[src/rtl/mc_controller_if.sv]
`default_nettype none
// ============================================================================
// Module      : mc_controller_if
// Description : Bundle between the multicycle main controller and the MIPS32
//               datapath. It carries the opcode and zero flag into the
//               controller, and the datapath enables and selects back out.
//               master : controller side (drives enables/selects)
//               slave  : datapath side (drives op/zero)
// Revision    : 1.0 - initial release
// ============================================================================
interface mc_controller_if;
    logic [5:0] op;        // instr[31:26] from the instruction register
    logic       zero;      // ALU zero / branch-condition flag
    logic       pcen;      // PC register enable
    logic       memwrite;  // data memory write enable
    logic       irwrite;   // instruction register load
    logic       regwrite;  // register file write enable
    logic       alusrca;   // 0 = PC, 1 = register A
    logic [2:0] alusrcb;   // ALU B operand select
    logic       iord;      // 0 = PC, 1 = ALUOut as memory address
    logic       memtoreg;  // 1 = writeback from memory data register
    logic       regdst;    // 1 = rd, 0 = rt
    logic [1:0] pcsrc;     // 00 = ALU, 01 = ALUOut, 10 = jump target
    logic [2:0] aluop;     // to the ALU decoder
    logic       illegal;   // one-cycle pulse on unsupported opcode

    modport master (
        input  op, zero,
        output pcen, memwrite, irwrite, regwrite, alusrca, alusrcb,
               iord, memtoreg, regdst, pcsrc, aluop, illegal
    );

    modport slave (
        output op, zero,
        input  pcen, memwrite, irwrite, regwrite, alusrca, alusrcb,
               iord, memtoreg, regdst, pcsrc, aluop, illegal
    );
endinterface
`default_nettype wire

[src/rtl/mc_controller.sv]
`default_nettype none
// ============================================================================
// Module      : mc_controller
// Description : Multicycle main controller (Moore FSM) for the MIPS32 core.
//               Sequences fetch/decode/execute/memory/writeback and drives
//               every datapath enable and select.
// Ports       : clk   - clock, rising edge
//               reset - synchronous, active-high; forces all enables low
//               bus   - mc_controller_if.master (op/zero in, controls out)
// Revision    : 1.0 - initial release
// ============================================================================
module mc_controller (
    input  logic            clk,
    input  logic            reset,
    mc_controller_if.master bus
);
    typedef enum logic [3:0] {
        S_FETCH   = 4'd0,
        S_DECODE  = 4'd1,
        S_MEMADR  = 4'd2,
        S_MEMRD   = 4'd3,
        S_MEMWB   = 4'd4,
        S_MEMWR   = 4'd5,
        S_EXECUTE = 4'd6,
        S_ALUWB   = 4'd7,
        S_BEQEX   = 4'd8,
        S_BLEZEX  = 4'd9,
        S_IEXEC   = 4'd10,
        S_IWB     = 4'd11,
        S_JEX     = 4'd12
    } state_t;

    localparam logic [5:0] C_OP_RTYPE = 6'b000000;
    localparam logic [5:0] C_OP_J     = 6'b000010;
    localparam logic [5:0] C_OP_BEQ   = 6'b000100;
    localparam logic [5:0] C_OP_BLEZ  = 6'b000110;
    localparam logic [5:0] C_OP_ADDI  = 6'b001000;
    localparam logic [5:0] C_OP_SLTI  = 6'b001010;
    localparam logic [5:0] C_OP_ORI   = 6'b001101;
    localparam logic [5:0] C_OP_XORI  = 6'b001110;
    localparam logic [5:0] C_OP_LUI   = 6'b001111;
    localparam logic [5:0] C_OP_LW    = 6'b100011;
    localparam logic [5:0] C_OP_SW    = 6'b101011;

    state_t     r_state;
    state_t     w_next;
    logic [5:0] r_op;      // opcode captured in DECODE, held for the instruction

    logic       w_pcwrite, w_branch, w_memwrite, w_irwrite, w_regwrite;
    logic       w_alusrca, w_iord, w_memtoreg, w_regdst, w_illegal;
    logic [2:0] w_alusrcb, w_aluop;
    logic [1:0] w_pcsrc;

    always_ff @(posedge clk) begin
        if (reset) begin
            r_state <= S_FETCH;
            r_op    <= '0;
        end else begin
            r_state <= w_next;
            if (r_state == S_DECODE) begin
                r_op <= bus.op;
            end
        end
    end

    always_comb begin
        w_next     = S_FETCH;
        w_pcwrite  = 1'b0;
        w_branch   = 1'b0;
        w_memwrite = 1'b0;
        w_irwrite  = 1'b0;
        w_regwrite = 1'b0;
        w_alusrca  = 1'b0;
        w_alusrcb  = 3'b000;
        w_iord     = 1'b0;
        w_memtoreg = 1'b0;
        w_regdst   = 1'b0;
        w_pcsrc    = 2'b00;
        w_aluop    = 3'b000;
        w_illegal  = 1'b0;
        case (r_state)
            S_FETCH: begin
                w_alusrcb = 3'b001;
                w_irwrite = 1'b1;
                w_pcwrite = 1'b1;
                w_next    = S_DECODE;
            end
            S_DECODE: begin
                // ALU precomputes PC + (imm << 2) for a possible branch.
                w_alusrcb = 3'b011;
                case (bus.op)
                    C_OP_LW, C_OP_SW: w_next = S_MEMADR;
                    C_OP_RTYPE:       w_next = S_EXECUTE;
                    C_OP_BEQ:         w_next = S_BEQEX;
                    C_OP_BLEZ:        w_next = S_BLEZEX;
                    C_OP_J:           w_next = S_JEX;
                    C_OP_ADDI, C_OP_SLTI, C_OP_ORI, C_OP_XORI, C_OP_LUI:
                                      w_next = S_IEXEC;
                    default: begin
                        w_illegal = 1'b1;
                        w_next    = S_FETCH;
                    end
                endcase
            end
            S_MEMADR: begin
                w_alusrca = 1'b1;
                w_alusrcb = 3'b010;
                w_next    = (r_op == C_OP_SW) ? S_MEMWR : S_MEMRD;
            end
            S_MEMRD: begin
                w_iord = 1'b1;
                w_next = S_MEMWB;
            end
            S_MEMWB: begin
                w_memtoreg = 1'b1;
                w_regwrite = 1'b1;
            end
            S_MEMWR: begin
                w_iord     = 1'b1;
                w_memwrite = 1'b1;
            end
            S_EXECUTE: begin
                w_alusrca = 1'b1;
                w_aluop   = 3'b111;
                w_next    = S_ALUWB;
            end
            S_ALUWB: begin
                w_regdst   = 1'b1;
                w_regwrite = 1'b1;
            end
            S_BEQEX, S_BLEZEX: begin
                w_alusrca = 1'b1;
                w_pcsrc   = 2'b01;
                w_branch  = 1'b1;
                w_aluop   = (r_state == S_BEQEX) ? 3'b001 : 3'b010;
            end
            S_IEXEC: begin
                w_alusrca = 1'b1;
                w_next    = S_IWB;
                case (r_op)
                    C_OP_SLTI: begin w_aluop = 3'b110; w_alusrcb = 3'b010; end
                    C_OP_ORI:  begin w_aluop = 3'b011; w_alusrcb = 3'b100; end
                    C_OP_XORI: begin w_aluop = 3'b101; w_alusrcb = 3'b100; end
                    C_OP_LUI:  begin w_aluop = 3'b100; w_alusrcb = 3'b100; end
                    default:   begin w_aluop = 3'b000; w_alusrcb = 3'b010; end
                endcase
            end
            S_IWB: begin
                w_regwrite = 1'b1;
            end
            S_JEX: begin
                w_pcsrc   = 2'b10;
                w_pcwrite = 1'b1;
            end
            default: w_next = S_FETCH;
        endcase
    end

    // Reset gates every output combinationally so an instruction interrupted
    // by reset issues no write enable in the reset cycle itself.
    assign bus.pcen     = ~reset & (w_pcwrite | (w_branch & bus.zero));
    assign bus.memwrite = ~reset & w_memwrite;
    assign bus.irwrite  = ~reset & w_irwrite;
    assign bus.regwrite = ~reset & w_regwrite;
    assign bus.illegal  = ~reset & w_illegal;
    assign bus.alusrca  = ~reset & w_alusrca;
    assign bus.iord     = ~reset & w_iord;
    assign bus.memtoreg = ~reset & w_memtoreg;
    assign bus.regdst   = ~reset & w_regdst;
    assign bus.alusrcb  = reset ? 3'b000 : w_alusrcb;
    assign bus.pcsrc    = reset ? 2'b00  : w_pcsrc;
    assign bus.aluop    = reset ? 3'b000 : w_aluop;
endmodule
`default_nettype wire

[src/flat_wrapper.sv]
// flat-port wrapper written by rule: the top's interface ports become plain ports
module mc_controller_flat 
  (clk, reset, bus_op, bus_zero, bus_pcen, bus_memwrite, bus_irwrite, bus_regwrite, bus_alusrca, bus_alusrcb, bus_iord, bus_memtoreg, bus_regdst, bus_pcsrc, bus_aluop, bus_illegal);
  mc_controller_if bus_i ();
  input  logic clk;
  input  logic reset;
  input wire logic [$bits(bus_i.op)-1:0] bus_op;
  input wire logic [$bits(bus_i.zero)-1:0] bus_zero;
  output wire logic [$bits(bus_i.pcen)-1:0] bus_pcen;
  output wire logic [$bits(bus_i.memwrite)-1:0] bus_memwrite;
  output wire logic [$bits(bus_i.irwrite)-1:0] bus_irwrite;
  output wire logic [$bits(bus_i.regwrite)-1:0] bus_regwrite;
  output wire logic [$bits(bus_i.alusrca)-1:0] bus_alusrca;
  output wire logic [$bits(bus_i.alusrcb)-1:0] bus_alusrcb;
  output wire logic [$bits(bus_i.iord)-1:0] bus_iord;
  output wire logic [$bits(bus_i.memtoreg)-1:0] bus_memtoreg;
  output wire logic [$bits(bus_i.regdst)-1:0] bus_regdst;
  output wire logic [$bits(bus_i.pcsrc)-1:0] bus_pcsrc;
  output wire logic [$bits(bus_i.aluop)-1:0] bus_aluop;
  output wire logic [$bits(bus_i.illegal)-1:0] bus_illegal;
  assign bus_i.op = bus_op;
  assign bus_i.zero = bus_zero;
  assign bus_pcen = bus_i.pcen;
  assign bus_memwrite = bus_i.memwrite;
  assign bus_irwrite = bus_i.irwrite;
  assign bus_regwrite = bus_i.regwrite;
  assign bus_alusrca = bus_i.alusrca;
  assign bus_alusrcb = bus_i.alusrcb;
  assign bus_iord = bus_i.iord;
  assign bus_memtoreg = bus_i.memtoreg;
  assign bus_regdst = bus_i.regdst;
  assign bus_pcsrc = bus_i.pcsrc;
  assign bus_aluop = bus_i.aluop;
  assign bus_illegal = bus_i.illegal;
  mc_controller u_core (.clk(clk), .reset(reset), .bus(bus_i));
endmodule
[config.mk]
export PLATFORM = sky130hd
export DESIGN_NAME = mc_controller_flat
export DESIGN_NICKNAME = d
export VERILOG_FILES = /design/src/rtl/mc_controller_if.sv /design/src/rtl/mc_controller.sv /design/src/flat_wrapper.sv
export SDC_FILE = /design/constraint.sdc
export NUM_CORES = 1
export LEC_CHECK = 0
export BUFFER_PORTS_ARGS = -buffer_cell sky130_fd_sc_hd__buf_4
export CORE_MARGIN = 1
export CORE_UTILIZATION = 34
export CTS_CLUSTER_SIZE = 20
export DETAILED_ROUTE_END_ITERATION = 10
export GPL_TIMING_DRIVEN = 0
export HOLD_SLACK_MARGIN = 0.15
export PLACE_DENSITY_LB_ADDON = 0.08
export SYNTH_ARGS = -nofsm -noshare
export SYNTH_HDL_FRONTEND = slang
export SYNTH_SLANG_ARGS = --single-unit
[constraint.sdc]
create_clock -name clk -period 1.55 [get_ports clk]
set_input_delay 0.155 -clock clk [delete_from_list [all_inputs] [get_ports clk]]
set_output_delay 0.155 -clock clk [all_outputs]
set_load 0.05 [all_outputs]
==> summary.md <==
| Metric | Value |
|---|---|
| Area fraction in compound gates after synthesis | 23.3% |
| Area share of fa/ha/maj cells after synthesis | 0% |
| Buffers from clock root to sink, at most | 2 |
| Worst relative slew slack | 41.9% |
| Number of flops mapped to enable cells by yosys | 0 |
| Ys async rst share | 0% |
| Share of power burned in the clock network | 27.7% |
| Post-synthesis sequential area ratio | 23.7% |
| Aggregate negative setup slack | -1.92 ns |
| Clock tree from TritonCTS | done |
| Multiplexer area fraction after synthesis | 1.19% |
| Share of the synthesized netlist area taken by xor and xnor gates | 2.08% |
| Number of instances in the synthesized netlist | 120 |
| Pin slew with the least headroom to its limit | 0.871 ns |
| Peak clock frequency supported by timing | 0.567 GHz |
| Core ar. | 0.00228 sq mm |
| Most frequent cell on the critical path | buf_6 |
| Static leakage | 0.000730 uW |
| Number of clock buffers inserted by TritonCTS | 3 |
| Final worst path period share | 114% |
| Vias after detailed routing | 1181 |
| Fraction of synthesized cell area taken by the top area cell type | 23.7% |
| Diode insertion count for antenna repair | 0 |
| Summed instance area of the synthesized netlist | 843 sq um |
| Count of TritonRoute iterations in the first routing pass | 4 |
| Post-CTS clock slew at the launch and capture registers of the worst setup and hold paths | 0.07 ns |
| Initial detailed-routing violation count | 45 |
| Run status | complete, but fails checks |
| Post-synthesis cell type with the largest combined area | dfxtp_1 |
| Critical Path Source Type | flop |
| H-Tree Level Count | 1 |
| Layout Nets | 186 |
| Initial core utilization | 37.1% |
| Primary FF master, synth | dfxtp_1 |
| Number of placed I/O pins | 26 |
| Proportion of power drawn by combinational gates | 38.9% |
| Final HPWL DP | 1910 microns |
| Worst path cell trace | buf_4 > buf_6 > or4b_4 > buf_6 > nor3_4 > a311oi_2 > nor3_2 |
| Antenna violations before repair | 0 |
| Number of distinct library cells after synthesis | 39 |
| Net switching component of the power | 322 uW |
| Number of remaining DRC errors | 0 |
| DIE AREA | 0.00268 sq mm |
| Final number of hold-violating endpoints | 0 |
| Final routed wire length divided by cell count | 18.6 microns |
| Total nets after synthesis | 129 |
| Main combinational cell family by area after synthesis | simple AND/OR/NAND/NOR gates |
| Global routing usage summed across all routing layers | 22.9% |
| Switching power as a share of total power | 36.1% |
| Maximum Capacitance Violations | 0 |
| Wire length after detailed routing | 3790 microns |
| Gr ovfl total | 0 |
| Final GP Congestion | 0.752 |
| Most frequent cells after synthesis | nand2_1, nor2_1, a21oi_1 |
| Number of port buffers | 25 |
| Signed area change from the synthesized netlist to the final layout | 116% |
| Largest fanout on the critical path | 4 |
| Layout Skew | 0.00362 ns |
| Violations in the final reports | negative setup slack |
| Largest cells by area after synthesis | dfxtp_1, nand2_1, nor2_1, a21oi_1, nor3_1 |
| Die extent in y | 51.8 microns |
| Power Density | 492 mW/mm^2 |
| Path type of the worst min-delay path | input pin to flop |
| Data required time of the worst path | 1.74 ns |
| Relative contribution of sequential cells to total power | 33.4% |
| Mean instance size in the synthesized netlist | 7.03 sq um |
| Min setup slack post-route | -0.215 ns |
| Crit-path max cell delay | 0.49 ns |
| Number of cells on the worst reg-to-reg path | 7 |
| VDD IR max | 0.000537 V |
| Final max-slew violation count | 0 |
| Later-pin clock latency in the skew report | 0.28 ns |
| Min Clock Period, post-route | 1.76 ns |
| Share of final-layout standard cells stronger than drive strength 1 | 68.8% |
| Master cell of the clock root buffer | clkbuf_4 |
| Critical Path Sink Type | flop |
| Chip width | 51.8 microns |
| Crit Path Class | flop to flop |
| Number of cell rows | 17 |
| Number of filler cells placed in the layout | 134 |
| Clock net sink count | 10 |
| Master of the slowest instance on the critical path | or4b_4 |
| Global-route wire length before repair | 4640 microns |
| Worst Hold Path Cells | 3 |
| Final instance count without filler cells | 204 |
| Post-route antenna net violation count | 0 |
| Number of placed instances, taps included | 173 |
| Leading cell type by number of instances after synthesis | nand2_1 |
| RSZ-0062 raised after global routing | yes |
| Synthesized-area fraction occupied by and/or/nand/nor cells | 45.4% |
| Internal power of the cells | 572 uW |
| Total setup violations reported at the end of the flow | 17 |
| Worst path arrival time | 1.96 ns |
| Vias per inst | 5.79 |
| Worst hold slack across all endpoints | 0.157 ns |
| Power, Total | 894 uW |
| Warnings, synthesis | 0 |
| Number of global-route vias before repair | 1014 |
| Synthesized flop and latch total | 10 |
| Pin count of the biggest net entering global routing | 11 |
[stage by stage]
stage | cell area [sq um] | setup WS (ns) | utilization, %
floorplan | 953 | -0.258 | -
CTS | 1510 | -0.183 | 66.1
global route | 1820 | -0.260 | 79.9
finish | 1820 | -0.215 | 79.9
global placement | 1180 | -0.201 | 51.7
detailed placement | 1180 | -0.251 | 51.7
[worst max-delay path, delay by kind of cell (launching register included)]
| family | cells | cell delay, ns |
|---|---|---|
| and+or+nand+nor | 3 | 0.89 |
| buffers and inverters | 3 | 0.39 |
| DFF | 1 | 0.33 |
| AOI/OAI and AO/OA | 1 | 0.07 |
[worst paths after layout]
kind	slack (ns)	endpoint	from
setup / recovery	-0.21	u_core.r_state[2]	u_core.r_state[3]
hold / removal	0.16	u_core.r_op[5]	bus_op[5]
setup reg to reg	-0.21	u_core.r_state[2]	u_core.r_state[3]
hold reg to reg	0.49	u_core.r_op[3]	u_core.r_op[3]
[cells in the final DEF, fill, tap and decap left out, types with 2 or more instances in the layout]
cell | Yosys | routed
nand3b_1 | 2 | 2
o21ba_2 | 2 | 2
dfxtp_1 | 10 | 2
nand2_4 | 0 | 3
nand2b_1 | 5 | 2
nor3b_4 | 0 | 2
buf_8 | 0 | 3
buf_4 | 0 | 31
nand2_2 | 0 | 5
buf_6 | 0 | 19
clkbuf_4 | 0 | 3
or3_4 | 0 | 2
a21oi_2 | 0 | 3
nor3_4 | 0 | 6
clkbuf_16 | 0 | 2
nand2b_4 | 0 | 3
o21bai_1 | 2 | 2
nor2_1 | 15 | 8
clkbuf_1 | 3 | 2
nor3_2 | 3 | 5
nand2_1 | 18 | 10
a21oi_1 | 11 | 7
buf_12 | 0 | 2
nor4_4 | 0 | 2
dfxtp_4 | 0 | 2
nand4b_1 | 3 | 3
dfxtp_2 | 0 | 6
nor2_2 | 0 | 4
nor2b_4 | 0 | 2
nor2_4 | 0 | 3
[power by group through the flow]
stage / registers (uW) / clock network (uW) / logic [uW]
after floorplan: 288 / 0 / 164
after global placement: 292 / 0 / 227
after detailed placement: 293 / 0 / 230
after CTS: 293 / 239 / 286
after global routing: 300 / 259 / 366
final: 299 / 247 / 348
[flip-flops by register name, indices dropped and copies added (netlist names)]
register,flops
u_core.r_op,6
u_core.r_state,4
[cells by family after synthesis]
kind of cell,Yosys count
XOR/XNOR,2
AO/OA/AOI/OAI,28
multiplexers,1
buffers and inverters,8
AND/OR/NAND/NOR,71
flip-flops,10
[repair_timing]
action | 4_1_cts | 5_1_grt
pin swaps | 10 | 15
cloned | 0 | 1
setup buffers | 9 | 16
hold endpoints to repair | 1 | 0
resized for setup | 56 | 41
setup endpoints to repair | 19 | 17
hold buffers | 1 | 0
[area by class of cell]
class / instances / area (sq um) / share of cell area [%]
plain buffers: 8 / 101 / 5.57
repair buffers: 52 / 498 / 27.4
flip-flops and latches: 10 / 215 / 11.8
clock buffers: 4 / 36.3 / 1.99
well taps: 28 / 35.0 / 1.93
multi-input cells: 102 / 933 / 51.3
[layer usage]
metal	global-route usage (%)	part of all wire (%)	wire (microns)
met5	0	0	0
met4	5.86	1.8	68
met3	3.22	4.5	171
met2	36.4	53	1990
met1	32.3	41	1560
(Power assumes the default switching activity.)
